### config.mk
export PLATFORM = sky130hd
export DESIGN_NAME = qq_scheduler
export DESIGN_NICKNAME = d
export VERILOG_FILES = /design/src/rtl/qq_pkg.sv /design/src/rtl/rr_arbiter.sv /design/src/rtl/qq_scheduler.sv
export SDC_FILE = /design/constraint.sdc
export NUM_CORES = 1
export LEC_CHECK = 0
export CORE_UTILIZATION = 37
export DETAILED_ROUTE_END_ITERATION = 8
export MAX_ROUTING_LAYER = met4
export PLACE_DENSITY = 0.78
export RECOVER_POWER = 50
export REMOVE_ABC_BUFFERS = 1
export SYNTH_ARGS = -nofsm -noshare
export SYNTH_HDL_FRONTEND = slang
export SYNTH_SLANG_ARGS = --single-unit
### constraint.sdc
create_clock -name clk -period 3.7 [get_ports clk]
set_input_delay 1.11 -clock clk [delete_from_list [all_inputs] [get_ports clk]]
set_output_delay 1.11 -clock clk [all_outputs]
set_load 0.01 [all_outputs]
### src/rtl/qq_pkg.sv
// Shared types for the QuickQ scheduler front end.
package qq_pkg;

    typedef enum logic {
        OP_ENQ = 1'b0,
        OP_DEQ = 1'b1
    } op_e;

    typedef enum logic {
        READY    = 1'b0,
        COOLDOWN = 1'b1
    } sched_state_e;

endpackage

### src/rtl/rr_arbiter.sv
// Round-robin arbiter: the search starts one past the last granted requester.
// The pointer moves only when the grant is actually taken (grant_en_i).
module rr_arbiter #(
    parameter int NREQ = 4,
    localparam int IW  = (NREQ > 1) ? $clog2(NREQ) : 1
) (
    input  logic            clk,
    input  logic            rst,
    input  logic [NREQ-1:0] eligible_i,
    input  logic            grant_en_i,
    output logic [NREQ-1:0] grant_o,
    output logic [IW-1:0]   grant_idx_o,
    output logic            any_o
);

    logic [IW-1:0] ptr_q;
    logic [IW-1:0] ptr_d;
    logic [IW:0]   cand;

    always_comb begin
        any_o       = 1'b0;
        grant_idx_o = '0;
        cand        = '0;
        for (int k = 0; k < NREQ; k++) begin
            cand = {1'b0, ptr_q} + (IW+1)'(k);
            if (cand >= (IW+1)'(NREQ)) begin
                cand = cand - (IW+1)'(NREQ);
            end
            if (!any_o && eligible_i[cand[IW-1:0]]) begin
                any_o       = 1'b1;
                grant_idx_o = cand[IW-1:0];
            end
        end
        grant_o = any_o ? (NREQ'(1) << grant_idx_o) : '0;
    end

    always_comb begin
        ptr_d = ptr_q;
        if (grant_en_i && any_o) begin
            ptr_d = (grant_idx_o == IW'(NREQ-1)) ? '0 : grant_idx_o + 1'b1;
        end
    end

    always_ff @(posedge clk or posedge rst) begin
        if (rst) begin
            ptr_q <= '0;
        end else begin
            ptr_q <= ptr_d;
        end
    end

endmodule

### src/rtl/qq_scheduler.sv
// Multi-client front end for the QuickQ priority queue: arbitration, issue
// spacing, occupancy tracking and routing of dequeued keys back to requesters.
//
//   state    | meaning
//   READY    | may grant one eligible requester this cycle
//   COOLDOWN | spacing window after a grant, gap counter running down
module qq_scheduler
    import qq_pkg::*;
#(
    parameter int NREQ    = 4,
    parameter int KW      = 16,
    parameter int DEPTH   = 64,
    parameter int GAP     = 2,
    parameter int DEQ_LAT = 3,
    localparam int IW     = $clog2(NREQ),
    localparam int CW     = $clog2(DEPTH+1),
    localparam int GW     = $clog2(GAP+1)
) (
    input  logic                     clk,
    input  logic                     rst,
    input  logic [NREQ-1:0]          req_valid,
    input  logic [NREQ-1:0]          req_op,
    input  logic [NREQ-1:0][KW-1:0]  req_key,
    output logic [NREQ-1:0]          req_ready,
    output logic                     q_enq,
    output logic                     q_deq,
    output logic [KW-1:0]            q_key,
    input  logic [KW-1:0]            q_data_i,
    output logic                     rsp_valid,
    output logic [IW-1:0]            rsp_id,
    output logic [KW-1:0]            rsp_key,
    output logic [CW-1:0]            count,
    output logic                     full,
    output logic                     empty
);

    sched_state_e state_q, state_d;
    logic [GW-1:0] gap_q, gap_d;
    logic [CW-1:0] count_q;

    logic          q_enq_q, q_deq_q;
    logic [KW-1:0] q_key_q;
    logic [IW-1:0] cmd_id_q;

    logic [DEQ_LAT-1:0]         rsp_v_q;
    logic [DEQ_LAT-1:0][IW-1:0] rsp_id_q;

    logic [NREQ-1:0] eligible;
    logic [NREQ-1:0] arb_grant;
    logic [IW-1:0]   arb_idx;
    logic            arb_any;
    logic            grant_en;
    logic            full_w, empty_w;
    op_e             sel_op;

    assign full_w  = (count_q == CW'(DEPTH));
    assign empty_w = (count_q == '0);

    // Eligibility looks at registered occupancy, so a grant this cycle is
    // reflected in the next cycle's decision.
    always_comb begin
        eligible = '0;
        for (int i = 0; i < NREQ; i++) begin
            eligible[i] = req_valid[i] &&
                ((op_e'(req_op[i]) == OP_ENQ) ? !full_w : !empty_w);
        end
    end

    rr_arbiter #(.NREQ(NREQ)) u_arb (
        .clk        (clk),
        .rst        (rst),
        .eligible_i (eligible),
        .grant_en_i (grant_en),
        .grant_o    (arb_grant),
        .grant_idx_o(arb_idx),
        .any_o      (arb_any)
    );

    always_comb begin
        state_d  = state_q;
        gap_d    = gap_q;
        grant_en = 1'b0;
        case (state_q)
            READY: begin
                if (arb_any && !rst) begin
                    grant_en = 1'b1;
                    if (GAP > 1) begin
                        state_d = COOLDOWN;
                        gap_d   = GW'(GAP-1);
                    end
                end
            end
            COOLDOWN: begin
                gap_d = gap_q - 1'b1;
                if (gap_q == GW'(1)) begin
                    state_d = READY;
                end
            end
            default: state_d = READY;
        endcase
    end

    assign req_ready = grant_en ? arb_grant : '0;
    assign sel_op    = op_e'(req_op[arb_idx]);

    always_ff @(posedge clk or posedge rst) begin
        if (rst) begin
            state_q  <= READY;
            gap_q    <= '0;
            count_q  <= '0;
            q_enq_q  <= 1'b0;
            q_deq_q  <= 1'b0;
            q_key_q  <= '0;
            cmd_id_q <= '0;
        end else begin
            state_q <= state_d;
            gap_q   <= gap_d;
            q_enq_q <= grant_en && (sel_op == OP_ENQ);
            q_deq_q <= grant_en && (sel_op == OP_DEQ);
            if (grant_en) begin
                cmd_id_q <= arb_idx;
                if (sel_op == OP_ENQ) begin
                    q_key_q <= req_key[arb_idx];
                    count_q <= count_q + 1'b1;
                end else begin
                    count_q <= count_q - 1'b1;
                end
            end
        end
    end

    // Response tracker: one stage per cycle of queue read latency.
    always_ff @(posedge clk or posedge rst) begin
        if (rst) begin
            rsp_v_q  <= '0;
            rsp_id_q <= '0;
        end else begin
            rsp_v_q[0]  <= q_deq_q;
            rsp_id_q[0] <= cmd_id_q;
            for (int s = 1; s < DEQ_LAT; s++) begin
                rsp_v_q[s]  <= rsp_v_q[s-1];
                rsp_id_q[s] <= rsp_id_q[s-1];
            end
        end
    end

    assign q_enq     = q_enq_q;
    assign q_deq     = q_deq_q;
    assign q_key     = q_key_q;
    assign rsp_valid = rsp_v_q[DEQ_LAT-1];
    assign rsp_id    = rsp_v_q[DEQ_LAT-1] ? rsp_id_q[DEQ_LAT-1] : '0;
    assign rsp_key   = q_data_i;
    assign count     = count_q;
    assign full      = full_w;
    assign empty     = empty_w;

endmodule

Word level (Yosys, flattened, before mapping)
Cells that the tools add are included.
{"block": "word_totals", "reg_bits": 41, "in_bits": 90, "out_inout_bits": 50, "word_cells": 97}
{"block": "op_classes", "addsub": 11, "magnitude_cmp": 9, "n_eq_ne": 4, "shifts": 1, "n_mux": 39, "n_bitwise": 2, "reduce_logical": 19}
{"operator": "binary-select mux 16 bit (select 2 bit)", "n": 1}
{"operator": "two-way mux 2 bit", "n": 11}
{"operator": "two-way mux 1 bit", "n": 16}
{"operator": "two-way mux 16 bit", "n": 1}
{"operator": "less-than comparator 2 x 3 -> 1 bit, second input constant", "n": 5}
{"operator": "logical AND 1 bit", "n": 11}
{"operator": "binary-select mux 1 bit (select 2 bit)", "n": 5}
{"operator": "subtractor 2 x 1 -> 2 bit, second input constant", "n": 5}
{"operator": "greater-or-equal comparator 3 bit, second input constant", "n": 3}
{"operator": "two-way mux 4 bit", "n": 2}
{"operator": "adder 7 x 1 -> 7 bit, second input constant", "n": 1}
{"operator": "equality test 7 bit, second input constant", "n": 1}
{"operator": "zero test 7 bit", "n": 1}
{"operator": "two-way mux 7 bit", "n": 1}
{"operator": "subtractor 7 x 1 -> 7 bit, second input constant", "n": 1}
{"operator": "adder 2 x 2 -> 3 bit, second input constant", "n": 2}
{"operator": "zero test 1 bit", "n": 6}
{"operator": "one-hot mux 2 bit (2 select lines)", "n": 1}
{"operator": "left shift 1 x 2 -> 4 bit, first input constant", "n": 1}
{"operator": "adder 2 x 1 -> 3 bit, second input constant", "n": 1}
{"operator": "greater-or-equal comparator 2 x 3 -> 1 bit, second input constant", "n": 1}
{"operator": "adder 2 x 1 -> 2 bit, second input constant", "n": 1}
{"operator": "equality test 2 x 1 -> 1 bit, second input constant", "n": 1}
{"operator": "equality test 2 bit, second input constant", "n": 1}
{"operator": "other kinds (4)", "n": 5}

Depth between registers and ports, before layout
Gate-level depths: netlist of the first run.
{"block": "logic_depth", "depth_word": 20, "mapped_depth": 18, "ltp_nobuf": 17}

Hierarchy
Synthesis of the first run repeated with hierarchy kept, for this count alone.
{"block": "unflattened", "cells_unflattened": 216, "hier_area_um2": 2650.0}
{"module": "qq_scheduler", "n_inst": 1, "cells_per_inst": 181, "area_per_inst_um2": 2347.3, "seq_area_each_um2": 975.9}
{"module": "rr_arbiter", "n_inst": 1, "cells_per_inst": 35, "area_per_inst_um2": 302.8, "seq_area_each_um2": 50.0}

Worst setup path before layout of the first run
No wires, ideal clock.
{"block": "synth_path", "path_kind": "input to output", "start": "in req_op[0]", "end": "out req_ready[0]", "t_arrival_ps": 2631, "path_slack_ps": -41, "path_stages": 8, "path_buffers": 2, "path_cell_list": "xor2_1 a311oi_1 o211ai_2 nand2_4 buf_6 buf_2 ha_1 and3_1"}
{"block": "synth_between", "elab_chain_cells": 18, "word_cells_on_any_way": 30, "cone_classes": "shift (1); mux (21); reduce/logical (8)"}
{"element": "from (decl)", "line_no": "qq_scheduler.sv:22", "source": "input logic [NREQ-1:0] req_op,"}
{"element": "two-way mux 1 bit *", "line_no": "qq_scheduler.sv:65", "source": "((op_e'(req_op[i]) == OP_ENQ) ? !full_w : !empty_w);"}
{"element": "logical AND 1 bit *", "line_no": "qq_scheduler.sv:64", "source": "eligible[i] = req_valid[i] &&"}
{"element": "binary-select mux 1 bit (select 2 bit)", "line_no": "rr_arbiter.sv:29", "source": "if (!any_o && eligible_i[cand[IW-1:0]]) begin"}
{"element": "two-way mux 1 bit (not written as such)", "line_no": "rr_arbiter.sv:29"}
{"element": "two-way mux 1 bit", "line_no": "rr_arbiter.sv:29"}
{"element": "zero test 1 bit", "line_no": "rr_arbiter.sv:29"}
{"element": "logical AND 1 bit", "line_no": "rr_arbiter.sv:29"}
{"element": "two-way mux 1 bit", "line_no": "rr_arbiter.sv:29"}
{"element": "[... 2 more ...]"}
{"element": "two-way mux 1 bit", "line_no": "rr_arbiter.sv:29"}
{"element": "zero test 1 bit", "line_no": "rr_arbiter.sv:29"}
{"element": "logical AND 1 bit", "line_no": "rr_arbiter.sv:29"}
{"element": "two-way mux 1 bit", "line_no": "rr_arbiter.sv:29"}
{"element": "logical AND 1 bit", "line_no": "qq_scheduler.sv:85", "source": "if (arb_any && !rst) begin"}
{"element": "two-way mux 1 bit", "line_no": "qq_scheduler.sv:85"}
{"element": "two-way mux 1 bit", "line_no": "qq_scheduler.sv:83", "source": "case (state_q)"}
{"element": "two-way mux 4 bit *", "line_no": "qq_scheduler.sv:103", "source": "assign req_ready = grant_en ? arb_grant : '0;"}
{"element": "to (decl)", "line_no": "qq_scheduler.sv:24", "source": "output logic [NREQ-1:0] req_ready,"}
Mark *: on every way between the ends. The rest lies on a longest branch, timed or not. The select of a mux whose other input is x is not followed.

Final worst setup path of the first run
{"block": "layout_path", "start": "in req_op[1]", "end": "reg count_q[6] (netlist: count[6])"}
{"block": "layout_between", "elab_chain_cells": 17, "word_cells_on_any_way": 30, "cone_classes": "mux (22); reduce/logical (8)"}
{"element": "two-way mux 1 bit", "line_no": "qq_scheduler.sv:65"}
{"element": "logical AND 1 bit", "line_no": "qq_scheduler.sv:64"}
{"element": "binary-select mux 1 bit (select 2 bit)", "line_no": "rr_arbiter.sv:29"}
{"element": "two-way mux 1 bit (not written as such)", "line_no": "rr_arbiter.sv:29"}
{"element": "two-way mux 1 bit", "line_no": "rr_arbiter.sv:29"}
{"element": "zero test 1 bit", "line_no": "rr_arbiter.sv:29"}
{"element": "logical AND 1 bit", "line_no": "rr_arbiter.sv:29"}
{"element": "two-way mux 1 bit", "line_no": "rr_arbiter.sv:29"}
{"element": "zero test 1 bit", "line_no": "rr_arbiter.sv:29"}
{"element": "logical AND 1 bit", "line_no": "rr_arbiter.sv:29"}
{"element": "two-way mux 1 bit", "line_no": "rr_arbiter.sv:29"}
{"element": "zero test 1 bit", "line_no": "rr_arbiter.sv:29"}
{"element": "logical AND 1 bit", "line_no": "rr_arbiter.sv:29"}
{"element": "two-way mux 2 bit / two-way mux 1 bit (equally long branches)", "line_no": "rr_arbiter.sv:29"}
{"element": "binary-select mux 1 bit (select 2 bit) / logical AND 1 bit (equally long branches)", "line_no": "qq_scheduler.sv:104, qq_scheduler.sv:85"}
{"element": "two-way mux 1 bit (on tied branches)", "line_no": "qq_scheduler.sv:104, qq_scheduler.sv:85"}
{"element": "two-way mux 7 bit / two-way mux 1 bit (equally long branches)", "line_no": "qq_scheduler.sv:122, qq_scheduler.sv:83"}
{"element": "to (signal assigned)", "line_no": "qq_scheduler.sv:124", "source": "count_q <= count_q + 1'b1;"}
{"element": "to (signal assigned)", "line_no": "qq_scheduler.sv:126", "source": "count_q <= count_q - 1'b1;"}
{"element": "to (decl)", "line_no": "qq_scheduler.sv:39", "source": "logic [CW-1:0] count_q;"}
Several ways; a longest one is shown, not always the timed one. The select of a mux whose other input is x is not followed.
A chain may end at the register's enable or synchronous reset.

==> results of run 1 <==
metrics by stage:
step                hold slack, ps  setup WS (ps)  instances
detailed placement             338           -808        498
CTS                            356          0.762        511
finish                         352           -103        522
floorplan                      331           -312        255
global route                   365           -186        522
global placement               334           -718        498
what timing repair did:
action	CTS	global route
setup endpoints to repair	8	6
gates resized for setup	65	50
hold endpoints to repair	0	0
pin swaps	13	24
setup buffers	6	12
worst max-delay path, stage by stage:
cell	delay (ps)
buf_6	110
xnor2_4	150
o31a_1	410
buf_4	180
o211a_4	270
o21ai_2	210
nand3_4	90
and2_4	170
ha_4	210
nor2b_1	120
o21ai_1	120
nand2_1	80
a21o_1	170
a21o_1	180
a21oi_1	150
nand3b_1	150
xnor2_1	80
cell usage after synthesis (all sizes together):
cell / count / share of area, %
nand3: 6 / 1.3
nand3b: 1 / 0.27
a31o: 1 / 0.32
o31ai: 3 / 0.99
o211ai: 1 / 0.45
o211a: 1 / 0.36
inv: 13 / 1.8
dfrtp: 41 / 37
nor4: 1 / 0.23
xnor2: 6 / 1.9
or2: 1 / 0.23
nor3: 2 / 0.36
ha: 11 / 5.0
o221a: 1 / 0.72
buf: 26 / 7.3
nand2: 49 / 6.9
and2: 5 / 1.3
xor2: 4 / 1.3
o221ai: 1 / 0.32
o22ai: 1 / 0.23
a221oi: 1 / 0.32
or4: 1 / 0.27
and3: 5 / 1.1
a21o: 2 / 0.54
a31oi: 19 / 4.3
fa: 1 / 0.72
or3b: 1 / 0.32
o21ai: 13 / 2.3
o311ai: 1 / 0.59
clkbuf: 3 / 0.41
nor2b: 1 / 0.23
nor2: 21 / 3.4
o31a: 2 / 0.63
a311oi: 2 / 0.63
mux2: 32 / 16
a21oi: 4 / 0.72
cells by family after synthesis:
logic type               after synthesis  share of synthesized area, %
adder cells (fa/ha/maj)               12                          5.67
flip-flops                            41                          36.9
AO/OA/AOI/OAI                         53                          13.4
multiplexers                          32                          15.5
buffers and inverters                 42                          9.45
AND/OR/NAND/NOR                       94                          15.9
XOR/XNOR                              10                          3.15
final cells by class:
cell class | count | area [um2]
fill | 566 | 2620
tap | 99 | 124
timing repair buffer | 161 | 1500
sequential | 41 | 1030
inverter | 13 | 61.3
clock inverter | 2 | 35.0
clock buffer | 5 | 68.8
multi-input combinational | 201 | 1830
layer usage:
metal	part of all wire, %	vias up
met5	0	-
met4	2.9	0
met3	7.8	25
met2	52	133
met1	37	1291
li1	-	1247
power groups by stage:
stage                     Sequential, uW  Combinational, uW  Clock [uW]
after floorplan                      861               1160           0
after global placement               782               2170           0
after detailed placement             790               2230           0
after CTS                            801               2360         352
after global routing                 844               2890         374
final                                815               2710         341
placed cells by master, fill, tap and decap left out, types with 3 or more instances in the layout:
cell,n
a31oi_1,16
and3_4,3
buf_4,47
buf_6,9
clkbuf_8,5
clkdlybuf4s50_1,95
dfrtp_1,40
ha_1,4
ha_4,6
inv_1,9
mux2_2,12
mux2_4,19
nand2_1,48
nand3_2,3
nor2_1,19
o21ai_0,9
o21ai_2,3
xnor2_1,4
sequential cells by signal, summed over array words and instances (netlist names):
name         flops
q_key           16
gap_q            2
state_q          1
cmd_id_q         2
q_enq            1
u_arb.ptr_q      2
rsp_id_q         6
q_deq            1
rsp_v_q          3
count            7
worst max path at each step:
stage | startpoint | endpoint | depth (start not counted)
final | req_op[1] | count[6] | 17
after global routing | req_op[1] | count[6] | 17
after CTS | req_valid[3] | req_ready[0] | 9
after detailed placement | req_op[0] | req_ready[3] | 10
after global placement | req_op[2] | req_ready[0] | 9
after floorplan | req_op[0] | count[6] | 16
==> results.json, run 1 <==
{
  "hpwl_um": 5770,
  "dieArea_um2": 7870,
  "clkPwrFrac_pct": 8.8,
  "route.detailed.drc": 0,
  "wirelength_um": 8700,
  "use_met2_pct": 34.1,
  "dr.pass1.iters": 4,
  "rr_worst_depth": 16,
  "syn_to_final_growth_pct": 66.8,
  "synth-seq-cells": 41,
  "cp_data_required_time_ps": 3860,
  "fin_skew_ps": 4.91,
  "die-height_um": 88.7,
  "start_kind": "input port",
  "grt_pass1_vias": 2552,
  "cts.sinks": 41,
  "io_pins": 140,
  "ant_nets": 0,
  "power.switching_uw": 1560,
  "cts_made_buffers": 5,
  "vias_per_cell": 5.16,
  "seqPwrFrac_pct": 21.1,
  "vdd_drop_max_v": 0.000616,
  "core-area_um2": 7250,
  "hold_end": "rsp_v_q[1]",
  "tightest_slew_ps": 891,
  "fmax_mhz": 263,
  "hold_path.class": "reg -> reg",
  "use_met3_pct": 6.16,
  "grt_use_total_pct": 20.1,
  "syn-cell-area_um2": 2780,
  "diodes": 0,
  "netSwitchingFraction_pct": 40.2,
  "hold_buffers": 0,
  "die_w_um": 88.7,
  "p_per_area_nw_per_um2": 833,
  "busiest_layer": "met2",
  "num_rows": 31,
  "synthCells": 284,
  "internal-power_uw": 2310,
  "grt_max_degree": 33,
  "finalPower_uw": 3860,
  "cts.path.max_buffers": 2,
  "path_clk_slew_ps": 80,
  "io_buffers": 107,
  "stdcell_area_um2": 4640,
  "cts_tree": "done",
  "end_kind": "flip-flop",
  "status": "complete, but fails checks",
  "fin_ws_ps": -103,
  "drive_gt1_share_pct": 35.5,
  "placed_cell_area_um2": 4050,
  "dr_total_vias": 2696,
  "yosys_warnings": 0,
  "fin_nets": 525,
  "rr_endpoint": "count[6]",
  "antenna_found_initial": 0,
  "slew_violations": 0,
  "grt-ovfl-total": 0,
  "maxCapViolCount": 0,
  "gp_congestion": 0.994,
  "rsz0062_at_grt": "yes",
  "violations": "negative setup slack",
  "pwr-share-comb_pct": 70.1,
  "finalCritPeriodShare_pct": 103,
  "tns_ps": -308,
  "hold_viol": 0,
  "arrival_ps": 3960,
  "r2r_slack_ps": 10,
  "post-route-util_pct": 63.9,
  "worstReg2RegStart": "count[0]",
  "relSlewSlack_pct": 40.5,
  "min_from": "rsp_v_q[0]",
  "wl_per_cell_um": 16.7,
  "syn_area_per_cell_um2": 9.79,
  "grt_pass1_wl_um": 11700,
  "synthDistinctLibCells": 49,
  "ys_seq_area_share_pct": 36.9,
  "initial_core_util_pct": 38.3,
  "use_met1_pct": 21.8,
  "setup_violations": 6,
  "period_needed_ps": 3800,
  "p_leak_uw": 0.00201,
  "clock_latency_ps": 290,
  "drtIter0Drc": 84,
  "root_buffer": "clkbuf_8",
  "cts_max_level": 2,
  "critPathMaxFanout": 4,
  "whs_path_depth": 0,
  "criticalPathCategory": "in -> reg"
}
Note: power is estimated with default switching activity, not from simulation.
==> inputs of run 2 (changes only) <==
--- a/config.mk
+++ b/config.mk
@@ -7,6 +7,7 @@
 export LEC_CHECK = 0
 export CORE_UTILIZATION = 37
 export DETAILED_ROUTE_END_ITERATION = 8
+export GPL_ROUTABILITY_DRIVEN = 0
 export MAX_ROUTING_LAYER = met4
 export PLACE_DENSITY = 0.78
 export RECOVER_POWER = 50
==> results of run 2 <==
No change in the layout: final DEF, timing and power equal those of run 1.
==> inputs of run 3 (changes only) <==
--- a/config.mk
+++ b/config.mk
@@ -5,11 +5,11 @@
 export SDC_FILE = /design/constraint.sdc
 export NUM_CORES = 1
 export LEC_CHECK = 0
-export CORE_UTILIZATION = 37
+export CORE_UTILIZATION = 44
 export DETAILED_ROUTE_END_ITERATION = 8
 export GPL_ROUTABILITY_DRIVEN = 0
 export MAX_ROUTING_LAYER = met4
-export PLACE_DENSITY = 0.78
+export PLACE_DENSITY = 0.87
 export RECOVER_POWER = 50
 export REMOVE_ABC_BUFFERS = 1
 export SYNTH_ARGS = -nofsm -noshare
==> constraint.sdc (replaced) <==
create_clock -name clk -period 4.8 [get_ports clk]
set_input_delay 1.44 -clock clk [delete_from_list [all_inputs] [get_ports clk]]
set_output_delay 1.44 -clock clk [all_outputs]
set_load 0.01 [all_outputs]
==> run 3 against run 2 <==
Compared with the run above: the flow finishes with violations (max-capacitance violations, max-slew violations); design area shrank 11%; sequential cell count did not move; sequential power shrank 22%; first-iteration DRC count increased by 33%; largest cell class unchanged.
==> results.json, run 3 (same netlist as run 1, synthesis figures left out) <==
{
  "status": "complete, but fails checks",
  "violations": "max-capacitance violations, max-slew violations",
  "core-area_um2": 5990,
  "routed.top_layer": "met4",
  "p_leak_uw": 0.00187,
  "dr_wl_met3_um": 602,
  "vdd_drop_max_v": 0.000550,
  "vias_per_cell": 5.30,
  "fillers": 446,
  "cts_max_level": 2,
  "clock_latency_ps": 290,
  "rr_worst_depth": 18,
  "largest_reg_flops": 16,
  "criticalPathCategory": "in -> out",
  "rr_endpoint": "count[6]",
  "antenna_found_initial": 0,
  "wl_per_cell_um": 16.1,
  "path_clk_slew_ps": 80,
  "initial_core_util_pct": 46.4,
  "placed_cell_area_um2": 3880,
  "die-height_um": 81.5,
  "worst_path_largest_cell_delay_ps": 480,
  "tns_ps": 0,
  "relSlewSlack_pct": -47.0,
  "syn_to_final_growth_pct": 48.0,
  "stdcell_area_um2": 4110,
  "slowest_stage": "clkdlybuf4s50_1",
  "finalPower_uw": 2540,
  "hold_buffers": 0,
  "grt_max_degree": 42,
  "critPathMaxFanout": 4,
  "fin_ws_ps": 77.3,
  "post-place-ws_ps": -494,
  "end_kind": "output pin",
  "io_buffers": 107,
  "min_from": "rsp_id_q[3]",
  "final_cells": 469,
  "drive_gt1_share_pct": 22.6,
  "cp_data_required_time_ps": 3360,
  "grt-ovfl-total": 0,
  "fin_skew_ps": 6.02,
  "rsz0062_at_grt": "no",
  "drtIter0Drc": 112,
  "dr_total_vias": 2486,
  "wl_met2_um": 3810,
  "num_rows": 28,
  "tightest_slew_ps": 2210,
  "hold_path.class": "reg -> reg",
  "hold_viol": 0,
  "grt_use_total_pct": 23.4,
  "r2r_slack_ps": 730,
  "layout_commonest_cell": "clkdlybuf4s50_1",
  "cts_tree": "done",
  "dieArea_um2": 6640,
  "period_needed_ps": 4720,
  "die_w_um": 81.5,
  "cts.path.max_buffers": 2,
  "arrival_ps": 3280,
  "slew_violations": 42,
  "setup_violations": 0,
  "path_cells": "clkdlybuf4s50_1, or3b_4, a31oi_2, a221oi_2, and2_4, ha_1, and3_1, clkdlybuf4s15_1",
  "io_pins": 140,
  "finalCritPeriodShare_pct": 98.4,
  "grt_pass1_vias": 2463,
  "fmax_mhz": 212,
  "layout_common_cells": "82 x clkdlybuf4s50_1, 48 x nand2_1, 41 x dfrtp_1, 23 x buf_4, 20 x nor2_1",
  "wirelength_um": 7560,
  "cts.sinks": 41,
  "cts_made_buffers": 5,
  "root_buffer": "clkbuf_8",
  "route.detailed.drc": 0,
  "hold_end": "rsp_id_q[5]",
  "placedCellCount": 457,
  "diodes": 0,
  "hpwl_um": 5600,
  "ant_nets": 0,
  "p_per_area_nw_per_um2": 618,
  "grt_pass1_wl_um": 11400,
  "dr.pass1.iters": 4,
  "worstReg2RegStart": "count[0]",
  "fin_nets": 495,
  "start_kind": "input port",
  "maxCapViolCount": 1,
  "wl_met1_um": 3000,
  "whs_path_depth": 0
}
==> run 3: cell count changes in the layout (fill, tap and decap cells not counted), sizes merged <==
| cell | delta |
|---|---|
| buf | -36 |
| dlygate4sd3 | +16 |
| clkdlybuf4s50 | -13 |
| bufinv | +1 |
| clkdlybuf4s15 | +1 |
| clkinv | -1 |
| dlygate4sd2 | +1 |
| dlymetal6s2s | +1 |
| inv | +1 |
==> run 3: metrics by stage <==
stage               utilization [%]  hold slack (ps)
finish                         68.7              357
global route                   68.7              359
global placement               64.8              335
detailed placement             64.8              339
floorplan                         -              331
CTS                            68.3              355
==> run 3: critical path, delay by kind of cell <==
family                     cells  cell delay (ps)
and+or+nand+nor                3              730
adders and majority gates      1              170
AOI/OAI and AO/OA              2              220
buffers and inverters          2              720
==> run 3: power breakdown <==
group          leakage (uW)  internal [uW]  total [uW]  switching (uW)
clock network     0.0000687            209         334             125
registers          0.000501            511         634             123
logic               0.00130            818        1570             755
==> run 3: routing by layer <==
layer / GRT usage [%] / vias up
li1: - / 1183
met1: 26.4 / 1184
met2: 39.7 / 107
met3: 6.22 / 12
met4: 8.39 / 0
met5: - / -
==> run 3: layout make-up <==
cell class	count	area (um2)	share of cell area, %
Multi-Input combinational cell	201	1570	38.1
Timing Repair Buffer	131	1240	30.1
Sequential cell	41	1030	24.9
Tap cell	75	93.8	2.28
Clock buffer	5	68.8	1.67
Clock inverter	3	68.8	1.67
Inverter	13	51.3	1.25
==> run 3: worst max path at each step <==
stage                 start      endpoint  slack, ps  cells past startpoint
2_1_floorplan     req_op[0]  req_ready[3]        250                      7
3_3_place_gp      req_op[0]  req_ready[0]       -330                      9
3_5_place_dp      req_op[0]  req_ready[2]       -490                      9
4_1_cts        req_valid[0]  req_ready[3]          4                      8
5_1_grt        req_valid[0]  req_ready[2]         20                      9
6_report       req_valid[0]  req_ready[1]         80                      8
==> run 3: what timing repair did <==
action                     in CTS  in global routing
gates resized for setup        25                  5
setup endpoints to repair       4                  3
pin swaps                       6                  2
buffers inserted                2                  2
==> variant, RTL diff (settings of run 2) <==
`NREQ` is set to 4 in 2 places; all go to 8.
--- a/src/rtl/rr_arbiter.sv
+++ b/src/rtl/rr_arbiter.sv
@@ -2,5 +2,5 @@
 // The pointer moves only when the grant is actually taken (grant_en_i).
 module rr_arbiter #(
-    parameter int NREQ = 4,
+    parameter int NREQ = 8,
     localparam int IW  = (NREQ > 1) ? $clog2(NREQ) : 1
 ) (
--- a/src/rtl/qq_scheduler.sv
+++ b/src/rtl/qq_scheduler.sv
@@ -8,5 +8,5 @@
     import qq_pkg::*;
 #(
-    parameter int NREQ    = 4,
+    parameter int NREQ    = 8,
     parameter int KW      = 16,
     parameter int DEPTH   = 64,
Interface: changed (5 resized); port bits go from 140 to 217. No check against the original RTL was run, so the function may have changed too.
==> variant against run 2 <==
Synthesized area is 59% higher. Cell area is 79% higher. Via count is 91% higher. Critical path depth is 1 lower. Critical path type is now reg -> out. Routed wire length is 130% higher. Worst setup slack worse by 1.6 ns. Worst hold slack worse by 0.0039 ns. Sequential cell count is 5 higher. The run ends with design-rule violations, max-capacitance violations, max-slew violations, negative setup slack left.
Power is left out: the tool's default activity adds up to more than one toggle a clock period on the data nets, which glitch-free logic cannot reach.
==> variant: results (changes against run 2) <==
Timing
  – Setup TNS: -37.51 ns (-37.20 ns)
  – Fin worst setup slack: -1.71 ns (-1.60 ns)
  – Setup violators final: 38 (+32)
  – Max-slew violations: 47 (+47)
  – Max_slew headroom: -17.8% (-58 points)

Logic synthesis
  – Adder-cell share of the synthesized area: 4.42% (-1.2 points)
  – Synth Area in XOR/XNOR: 3.57% (+0.42 points)
  – Cell count after synthesis: 433 (+52%)
  – Post-synthesis mux area share: 32.1% (+17 points)
  – Seq/Total Area, Yosys: 26.1% (-11 points)

Routing
  – Iter 0 DRT Violations: 328 (+290%)
  – Drt pass-1 iters: 7 (+3)
  – # DRC: 4 (+4)
  – Met1 wire length: 7.53 mm (+130%)
  – Routed met2 length: 9.84 mm (+120%)

Layout
  – Share of layout cells above drive strength 1: 39.6% (+4.2 points)
  – Invs w/o clock: 15 (+2)
  – Footprint of the multi-input gates: 3580 sq um (+96%)
  – Non-clock buffering overhead: 37.8% (+5.6 points)
  – Clock-cell share: 2.33% (+0.094 points)
  – Nonclk buf count: 316 (+96%)

Run status
  – Outcome: complete, but fails checks
  – Violated checks: design-rule violations, max-capacitance violations, max-slew violations, negative setup slack

Critical path
  – Setup crit end: req_ready[5]
  – Worst reg-to-reg path cell count: 24 (+8)

Placement
  – Pre-CTS setup slack: -2.34 ns (-1.53 ns)
  – Cells after DPL: 800 (+61%)
  – Dpl hpwl: 12.1 mm (+110%)

GRT
  – Global Route met2 Usage: 47.7% (+14 points)
  – Tot GR Track Use: 28.2% (+8.1 points)
  – Vias in the first global route: 5143 (+100%)

Run
  – MaxCap Viol Count: 1 (+1)

Clocking
  – CTS Root Buffer Type: clkbuf_16
-- variant: cell types whose count changed after synthesis, sizes merged, moves of 8 or more --
| cell | change |
|---|---|
| mux2 | -9 |
| a22o | +16 |
| a221oi | +16 |
| mux4 | +11 |
| xnor2 | +8 |
| nand2 | -27 |
| mux2i | +87 |
| a31oi | -18 |
| clkbuf | +11 |
-- variant: what timing repair did --
item                       in CTS  in global routing
buffers inserted               23                 21
cloned                          4                  5
setup endpoints to repair      41                 40
pin swaps                      41                 34
gates resized for setup       159                 85
-- variant: worst max-delay path: stages (launching register included) --
cell	delay, ns
dfrtp_1	0.39
or4_4	0.57
buf_6	0.15
clkbuf_16	0.15
o31ai_4	0.26
buf_6	0.18
mux2i_2	0.09
mux4_2	0.49
o21ai_2	0.15
a21oi_2	0.09
a21o_1	0.19
o21ai_4	0.23
inv_1	0.16
buf_4	0.20
ha_1	0.21
and3_1	0.18
dlygate4sd2_1	0.30
